==> src/rtl/fft_stage_buf_pkg.sv <==
// fft_pkg: output-order encodings and the read-address permutation shared by
// the FFT stage buffer.
package fft_pkg;

    // Output order selected per frame at START
    typedef enum logic [1:0] {
        MODE_NAT     = 2'd0,
        MODE_STRIDE4 = 2'd1,
        MODE_BITREV  = 2'd2,
        MODE_RSVD    = 2'd3
    } fft_mode_e;

    // Widest supported address (LOGN up to 10)
    localparam int PERM_W = 10;

    // Address read at output position j for a frame of 2**logn samples.
    // The bit-reverse form reverses all PERM_W bits and shifts the result down,
    // which equals a logn-bit reversal because j never exceeds logn bits.
    function automatic logic [PERM_W-1:0] perm_addr(
        input logic [PERM_W-1:0] j,
        input fft_mode_e         mode,
        input int                logn
    );
        logic [PERM_W-1:0] r;
        logic [PERM_W-1:0] q_mask;
        logic [PERM_W-1:0] rev;
        q_mask = (10'd1 << (logn - 2)) - 10'd1;
        rev    = {j[0], j[1], j[2], j[3], j[4], j[5], j[6], j[7], j[8], j[9]};
        case (mode)
            MODE_STRIDE4: r = ((j & q_mask) << 2) | (j >> (logn - 2));
            MODE_BITREV:  r = rev >> (PERM_W - logn);
            default:      r = j;
        endcase
        return r;
    endfunction

endpackage

==> src/rtl/fft_stage_buf_if.sv <==
// Streaming sample interface of the FFT stage buffer: enable, frame start,
// output order, input sample and the registered output sample with RDY.
interface fft_stage_buf_if #(
    parameter int NB = 16
) ();
    logic          ED;
    logic          START;
    logic [1:0]    MODE;
    logic [NB-1:0] DR;
    logic [NB-1:0] DI;
    logic [NB-1:0] DOR;
    logic [NB-1:0] DOI;
    logic          RDY;

    modport master (
        output ED, START, MODE, DR, DI,
        input  DOR, DOI, RDY
    );

    modport slave (
        input  ED, START, MODE, DR, DI,
        output DOR, DOI, RDY
    );
endinterface

==> src/rtl/fft_stage_buf_bank.sv <==
// fft_buf_bank: one N x W buffer bank, one write port, one read port whose
// data is held in a register that only updates on a read.
module fft_buf_bank #(
    parameter int W    = 32,
    parameter int LOGN = 5
) (
    input  logic            i_clk,
    input  logic            i_rst_n,
    input  logic            i_we,
    input  logic [LOGN-1:0] i_waddr,
    input  logic [W-1:0]    i_wdata,
    input  logic            i_re,
    input  logic [LOGN-1:0] i_raddr,
    output logic [W-1:0]    o_rdata
);
    localparam int DEPTH = 1 << LOGN;

    logic [W-1:0] r_mem [0:DEPTH-1];
    logic [W-1:0] r_rdata;

    // Storage write; contents are not cleared by reset
    always_ff @(posedge i_clk) begin
        if (i_we) begin
            r_mem[i_waddr] <= i_wdata;
        end
    end

    // Registered read data, cleared by reset and held when no read occurs
    always_ff @(posedge i_clk) begin
        if (!i_rst_n) begin
            r_rdata <= {W{1'b0}};
        end else if (i_re) begin
            r_rdata <= r_mem[i_raddr];
        end
    end

    assign o_rdata = r_rdata;
endmodule

==> src/rtl/fft_stage_buf.sv <==
// fft_stage_buf: ping-pong frame buffer that reorders a serial complex stream
// (natural / stride-4 transpose / bit-reverse). Optional sticky FRAME_ERR
// output is built when FFT_STAGE_BUF_ERR_EN is defined.
module fft_stage_buf
    import fft_pkg::*;
#(
    parameter int NB   = 16,
    parameter int LOGN = 5
) (
    input  logic          CLK,
    input  logic          RST,
    fft_stage_buf_if.slave bus
`ifdef FFT_STAGE_BUF_ERR_EN
    ,
    output logic          FRAME_ERR
`endif
);
    localparam logic [LOGN-1:0] CNT_ZERO = {LOGN{1'b0}};
    localparam logic [LOGN-1:0] CNT_ONE  = {{(LOGN-1){1'b0}}, 1'b1};
    localparam logic [LOGN-1:0] CNT_LAST = {LOGN{1'b1}};

    logic [LOGN-1:0] r_wr_cnt;
    logic            r_wr_act;
    logic            r_wr_bank;
    fft_mode_e       r_wr_mode;
    logic [LOGN-1:0] r_rd_cnt;
    logic            r_rd_act;
    logic            r_rd_bank;
    fft_mode_e       r_rd_mode;
    logic            r_out_bank;
    logic            r_rdy;

    logic            w_start;
    logic            w_wr_step;
    logic            w_wr_done;
    logic            w_rd_step;
    logic            w_we;
    logic [LOGN-1:0] w_waddr;
    logic [LOGN-1:0] w_raddr;
    logic [2*NB-1:0] w_wdata;
    logic [2*NB-1:0] w_q0;
    logic [2*NB-1:0] w_q1;
    logic [NB-1:0]   w_dor;
    logic [NB-1:0]   w_doi;
    fft_mode_e       w_start_mode;

    assign w_start   = bus.ED & bus.START;
    assign w_wr_step = bus.ED & ~bus.START & r_wr_act;
    assign w_wr_done = w_wr_step & (r_wr_cnt == CNT_LAST);
    assign w_rd_step = bus.ED & r_rd_act;
    assign w_we      = w_start | w_wr_step;
    assign w_waddr   = w_start ? CNT_ZERO : r_wr_cnt;
    assign w_wdata   = {bus.DR, bus.DI};
    assign w_raddr   = LOGN'(perm_addr(PERM_W'(r_rd_cnt), r_rd_mode, LOGN));

    // Decode MODE at START; the reserved code reads out in natural order
    always_comb begin
        w_start_mode = MODE_NAT;
        case (bus.MODE)
            2'd1:    w_start_mode = MODE_STRIDE4;
            2'd2:    w_start_mode = MODE_BITREV;
            default: w_start_mode = MODE_NAT;
        endcase
    end

    // Write side: START (even mid-frame) restarts at address 0 of the current
    // bank; the last address hands the bank over to the reader
    always_ff @(posedge CLK) begin
        if (!RST) begin
            r_wr_cnt  <= CNT_ZERO;
            r_wr_act  <= 1'b0;
            r_wr_bank <= 1'b0;
            r_wr_mode <= MODE_NAT;
        end else if (w_start) begin
            r_wr_cnt  <= CNT_ONE;
            r_wr_act  <= 1'b1;
            r_wr_mode <= w_start_mode;
        end else if (w_wr_done) begin
            r_wr_cnt  <= CNT_ZERO;
            r_wr_act  <= 1'b0;
            r_wr_bank <= ~r_wr_bank;
        end else if (w_wr_step) begin
            r_wr_cnt  <= r_wr_cnt + CNT_ONE;
        end
    end

    // Read side: a completed bank (with its latched mode) is read for N
    // enabled cycles; a new hand-over takes priority over the final step
    always_ff @(posedge CLK) begin
        if (!RST) begin
            r_rd_cnt  <= CNT_ZERO;
            r_rd_act  <= 1'b0;
            r_rd_bank <= 1'b0;
            r_rd_mode <= MODE_NAT;
        end else if (w_wr_done) begin
            r_rd_cnt  <= CNT_ZERO;
            r_rd_act  <= 1'b1;
            r_rd_bank <= r_wr_bank;
            r_rd_mode <= r_wr_mode;
        end else if (w_rd_step) begin
            if (r_rd_cnt == CNT_LAST) begin
                r_rd_cnt <= CNT_ZERO;
                r_rd_act <= 1'b0;
            end else begin
                r_rd_cnt <= r_rd_cnt + CNT_ONE;
            end
        end
    end

    // RDY marks output sample 0; the output bank select follows the reads
    always_ff @(posedge CLK) begin
        if (!RST) begin
            r_rdy      <= 1'b0;
            r_out_bank <= 1'b0;
        end else if (bus.ED) begin
            r_rdy <= r_rd_act & (r_rd_cnt == CNT_ZERO);
            if (r_rd_act) begin
                r_out_bank <= r_rd_bank;
            end
        end
    end

    fft_buf_bank #(.W(2*NB), .LOGN(LOGN)) u_bank0 (
        .i_clk   (CLK),
        .i_rst_n (RST),
        .i_we    (w_we & ~r_wr_bank),
        .i_waddr (w_waddr),
        .i_wdata (w_wdata),
        .i_re    (w_rd_step & ~r_rd_bank),
        .i_raddr (w_raddr),
        .o_rdata (w_q0)
    );

    fft_buf_bank #(.W(2*NB), .LOGN(LOGN)) u_bank1 (
        .i_clk   (CLK),
        .i_rst_n (RST),
        .i_we    (w_we & r_wr_bank),
        .i_waddr (w_waddr),
        .i_wdata (w_wdata),
        .i_re    (w_rd_step & r_rd_bank),
        .i_raddr (w_raddr),
        .o_rdata (w_q1)
    );

    // Select the registered read data of the bank that was read last
    always_comb begin
        if (r_out_bank) begin
            w_dor = w_q1[2*NB-1:NB];
            w_doi = w_q1[NB-1:0];
        end else begin
            w_dor = w_q0[2*NB-1:NB];
            w_doi = w_q0[NB-1:0];
        end
    end

    assign bus.DOR = w_dor;
    assign bus.DOI = w_doi;
    assign bus.RDY = r_rdy;

`ifdef FFT_STAGE_BUF_ERR_EN
    logic r_frame_err;

    // Sticky flag for a START that abandons a partial frame or uses MODE 3
    always_ff @(posedge CLK) begin
        if (!RST) begin
            r_frame_err <= 1'b0;
        end else if (w_start && (r_wr_act || (bus.MODE == 2'd3))) begin
            r_frame_err <= 1'b1;
        end
    end

    assign FRAME_ERR = r_frame_err;
`endif
endmodule

==> src/flat_wrapper.sv <==
// flat-port wrapper written by rule: the top's interface ports become plain ports
module fft_stage_buf_flat import fft_pkg::*;
#(
    parameter int NB   = 16,
    parameter int LOGN = 5
)
  (CLK, RST, bus_ED, bus_START, bus_MODE, bus_DR, bus_DI, bus_DOR, bus_DOI, bus_RDY);
  fft_stage_buf_if #(.NB(NB)) bus_i ();
  input  logic CLK;
  input  logic RST;
  input wire logic [$bits(bus_i.ED)-1:0] bus_ED;
  input wire logic [$bits(bus_i.START)-1:0] bus_START;
  input wire logic [$bits(bus_i.MODE)-1:0] bus_MODE;
  input wire logic [$bits(bus_i.DR)-1:0] bus_DR;
  input wire logic [$bits(bus_i.DI)-1:0] bus_DI;
  output wire logic [$bits(bus_i.DOR)-1:0] bus_DOR;
  output wire logic [$bits(bus_i.DOI)-1:0] bus_DOI;
  output wire logic [$bits(bus_i.RDY)-1:0] bus_RDY;
  assign bus_i.ED = bus_ED;
  assign bus_i.START = bus_START;
  assign bus_i.MODE = bus_MODE;
  assign bus_i.DR = bus_DR;
  assign bus_i.DI = bus_DI;
  assign bus_DOR = bus_i.DOR;
  assign bus_DOI = bus_i.DOI;
  assign bus_RDY = bus_i.RDY;
  fft_stage_buf #(.NB(NB), .LOGN(LOGN)) u_core (.CLK(CLK), .RST(RST), .bus(bus_i));
endmodule
==> config.mk <==
export PLATFORM = sky130hd
export DESIGN_NAME = fft_stage_buf_flat
export DESIGN_NICKNAME = d
export VERILOG_FILES = /design/src/rtl/fft_stage_buf_pkg.sv /design/src/rtl/fft_stage_buf_if.sv /design/src/rtl/fft_stage_buf_bank.sv /design/src/rtl/fft_stage_buf.sv /design/src/flat_wrapper.sv
export SDC_FILE = /design/constraint.sdc
export NUM_CORES = 2
export LEC_CHECK = 0
export ABC_AREA = 1
export ABC_CLOCK_PERIOD_IN_PS = 4400
export BUFFER_PORTS_ARGS = -buffer_cell sky130_fd_sc_hd__buf_4
export CAP_MARGIN = 15
export CORE_UTILIZATION = 25
export DETAILED_ROUTE_END_ITERATION = 16
export SLEW_MARGIN = 25
export SYNTH_ARGS = -nofsm -noshare
export SYNTH_HDL_FRONTEND = slang
export SYNTH_SLANG_ARGS = --single-unit
==> constraint.sdc <==
create_clock -name CLK -period 4.4 [get_ports CLK]
set_clock_uncertainty 0.15 [all_clocks]
set_input_delay 0.88 -clock CLK [delete_from_list [all_inputs] [get_ports CLK]]
set_output_delay 0.88 -clock CLK [all_outputs]
set_load 0.05 [all_outputs]
==> impl_results.md <==
- Avg WL per Cell: 21.9 um
- Sequential element share of the synthesized area: 71.3%
- Synthesized cell area: ~89000 um^2
- IO Count: 71
- Chip Width: roughly 600 um
- Root Driver: clkbuf_16
- Post-CTS Setup Inserts: 0
- Worst Tran Pin Value: between 1 and 1.5 ns
- Reg2Reg Depth: 12
- Die H: between 500 and 600 um
- Initial Util: between 20% and 30%
- Crit-path max FO: 18
- Drt drc: 0
- H-tree lvl count: 4
- R2r setup slk: roughly 0.40 ns
- Post-DP Area: approximately 95000 um^2
- GR Overflow Total: 0
- CP Class: flop to output pin
- Setup WS post-layout: roughly 0.22 ns
- Num CTS Buffers: 211
- Max Freq: 239 MHz
- Initial antenna violation count: 18
- Post-Route WL: 273000 um
- Clock transition at path regs: ~0.060 ns
- Post-Syn Area per Cell: around 12 um^2
- TritonCTS clock tree: yes
- Hold Buf Count CTS: 0
- Die Area: approximately 360000 um^2
- Remaining antenna violation count after routing: 0
- Netlist cell types: 32
- Port Buffers: 70
- Most common cell after layout, fill and taps aside: nand3_1
- Standard-cell rows: around 220
- Final Non-Filler Cells: approximately 12000
- Final period utilization: 94.9%
- Relative slew slack: ~23%
- CP startpoint kind: flop
- CP endpoint kind: output pin
- Hold path depth: 3
- Gr usage total: about 15%
- First-pass GRT wire length: 394000 um
- Synth Warn #: 0
- Ys async rst share: 0%
- Unrepaired setup endpoints after global routing: no
- Clk buf depth: 3
- Leakage power: 36.3 nW
- Max-cap violations: 0
- Peak supply drop: 0.000348 V
- Power Dens Cells: a little under 400 nW/um^2
- Max-slew violation count: 0
- Share of cells above drive strength 1: between 8 and 9%
- Synthesized flop and latch total: roughly 2100
- DP HPWL: about 140000 um
- Drt pass-1 iters: 8
- Final hold vios: 0
- Iter 0 DRT Violations: 6965
- Status: finished clean
- Core area: between 300000 and 400000 um^2
- Final #Nets: about 7600
- Critical path data arrival time: ~3.2 ns
- Hold WS: between 0.15 and 0.2 ns
- Top_reg_cell synth: edfxtp_1
- Leading cell types in the layout, fill and taps excluded: nand3_1 (2210), edfxtp_1 (2048), nand2_1 (1623)
- Worst-Skew Late Latency: between 0.8 and 0.9 ns
- Final Cell Area: 102000 um^2
- Via/cell ratio: between 4 and 5
- Period minus WS final: between 4 and 5 ns
- Clk sink count: roughly 2100
- Post-Place Setup Slack: 0.443 ns
- GP Congestion: between 0.7 and 0.8
- Vias post-DR: roughly 60000
- Final setup vio count: 0
- Post-Syn Instances: 7640
- Largest net degree at the start of global routing: roughly 190
- CP Data Required Time: 3.37 ns
- Gates resized, CTS repair: 0
- Post-synth EDFFs: roughly 2000
- Via count of the first global-routing pass: ~56000
- Syn_nets: about 7700
- Placed cell count: roughly 12000
- Worst Hold Class: input pin to flop
- Synth-to-Final Area Change: 15.3%
- Fillers: between 30000 and 40000
==> registers in the layout (all words and copies together) (netlist names) <==
| name | count |
|---|---|
| u_core.u_bank0.r_mem | 1024 |
| u_core.u_bank1.r_mem | 1024 |
| u_core.r_wr_act | 1 |
| u_core.r_wr_cnt | 5 |
| u_core.r_wr_bank | 1 |
| u_core.bus.RDY | 1 |
| u_core.u_bank1.o_rdata | 32 |
| u_core.r_rd_act | 1 |
| u_core.r_rd_bank | 1 |
| u_core.r_wr_mode | 2 |
| u_core.u_bank0.o_rdata | 32 |
| u_core.r_rd_cnt | 5 |
| u_core.r_out_bank | 1 |
| u_core.r_rd_mode | 2 |
==> per-stage QoR <==
step / util (%) / setup TNS (ns) / power, mW
2_1_floorplan: - / -280.78 / 22.8
3_3_place_gp: 27.1 / 0 / 23.2
3_5_place_dp: 27.1 / 0 / 23.2
4_1_cts: 29.0 / 0 / 40.6
5_1_grt: 29.0 / 0 / 41.4
6_report: 29.0 / 0 / 40.4
==> cells in the mapped netlist, types with 42 or more instances <==
cell type  instances  area (um^2)
nand2_1         1626         6100
clkbuf_1          90          338
inv_1            611         2290
a21oi_1           42          210
nand3_1         2210        11100
buf_1             52          195
nand3b_1         160         1200
buf_2            377         1890
o211ai_1         160         1200
dfxtp_1           84         1680
nor2_1            55          206
edfxtp_1        2048        61500
==> per-layer routing <==
metal,wire (um),up-vias,GRT usage (%),share of wire (%)
li1,-,26876,-,-
met1,111000,29804,19.5,41
met2,130000,2636,24.5,47
met3,21700,491,2.27,7.9
met4,10800,12,5.80,4.0
met5,82,-,0,0.030
==> final timing paths <==
kind,start,end
setup reg to reg,u_core.r_rd_mode[0]$_SDFFE_PN0P_,u_core.u_bank0.o_rdata[4]$_SDFFE_PN0P_
setup / recovery,u_core.r_out_bank$_SDFFE_PN0P_,bus_DOI[15]
hold / removal,RST,u_core.r_wr_bank$_SDFFE_PN0P_
hold reg to reg,u_core.u_bank0.o_rdata[24]$_SDFFE_PN0P_,u_core.u_bank0.o_rdata[24]$_SDFFE_PN0P_
==> kinds of logic after synthesis <==
kind of cell	Yosys count	share of synthesized area, %
buf+inv	1155	5.52
flops	2132	71.3
simple gates	4092	21.2
xor+xnor	3	0.0296
fa+ha+maj	7	0.0988
compound gates	251	1.90
==> report_power, final <==
group | total, mW | switching (mW) | internal [mW]
clock network | 17.7 | 7.78 | 9.88
registers | 22.3 | 0.00661 | 22.3
logic | 0.505 | 0.443 | 0.0623
==> critical path: stages, from the launching register on <==
cell and delay, ns:
dfxtp_1 0.34, inv_2 0.25, buf_4 0.33, o21ai_0 0.92, buf_4 0.38
==> area by class of cell <==
cell class / count / area, um^2 / share of cell area, %
multi-input combinational: 4353 / 21100 / 20.6
timing repair buffer: 259 / 2960 / 2.89
inverter: 619 / 2350 / 2.30
tap: 4730 / 5920 / 5.79
clock inverter: 97 / 878 / 0.859
sequential: 2132 / 63200 / 61.8
antenna: 4 / 10.0 / 0.00979
clock buffer: 295 / 5860 / 5.73
Power figures use the tool's default switching activity.
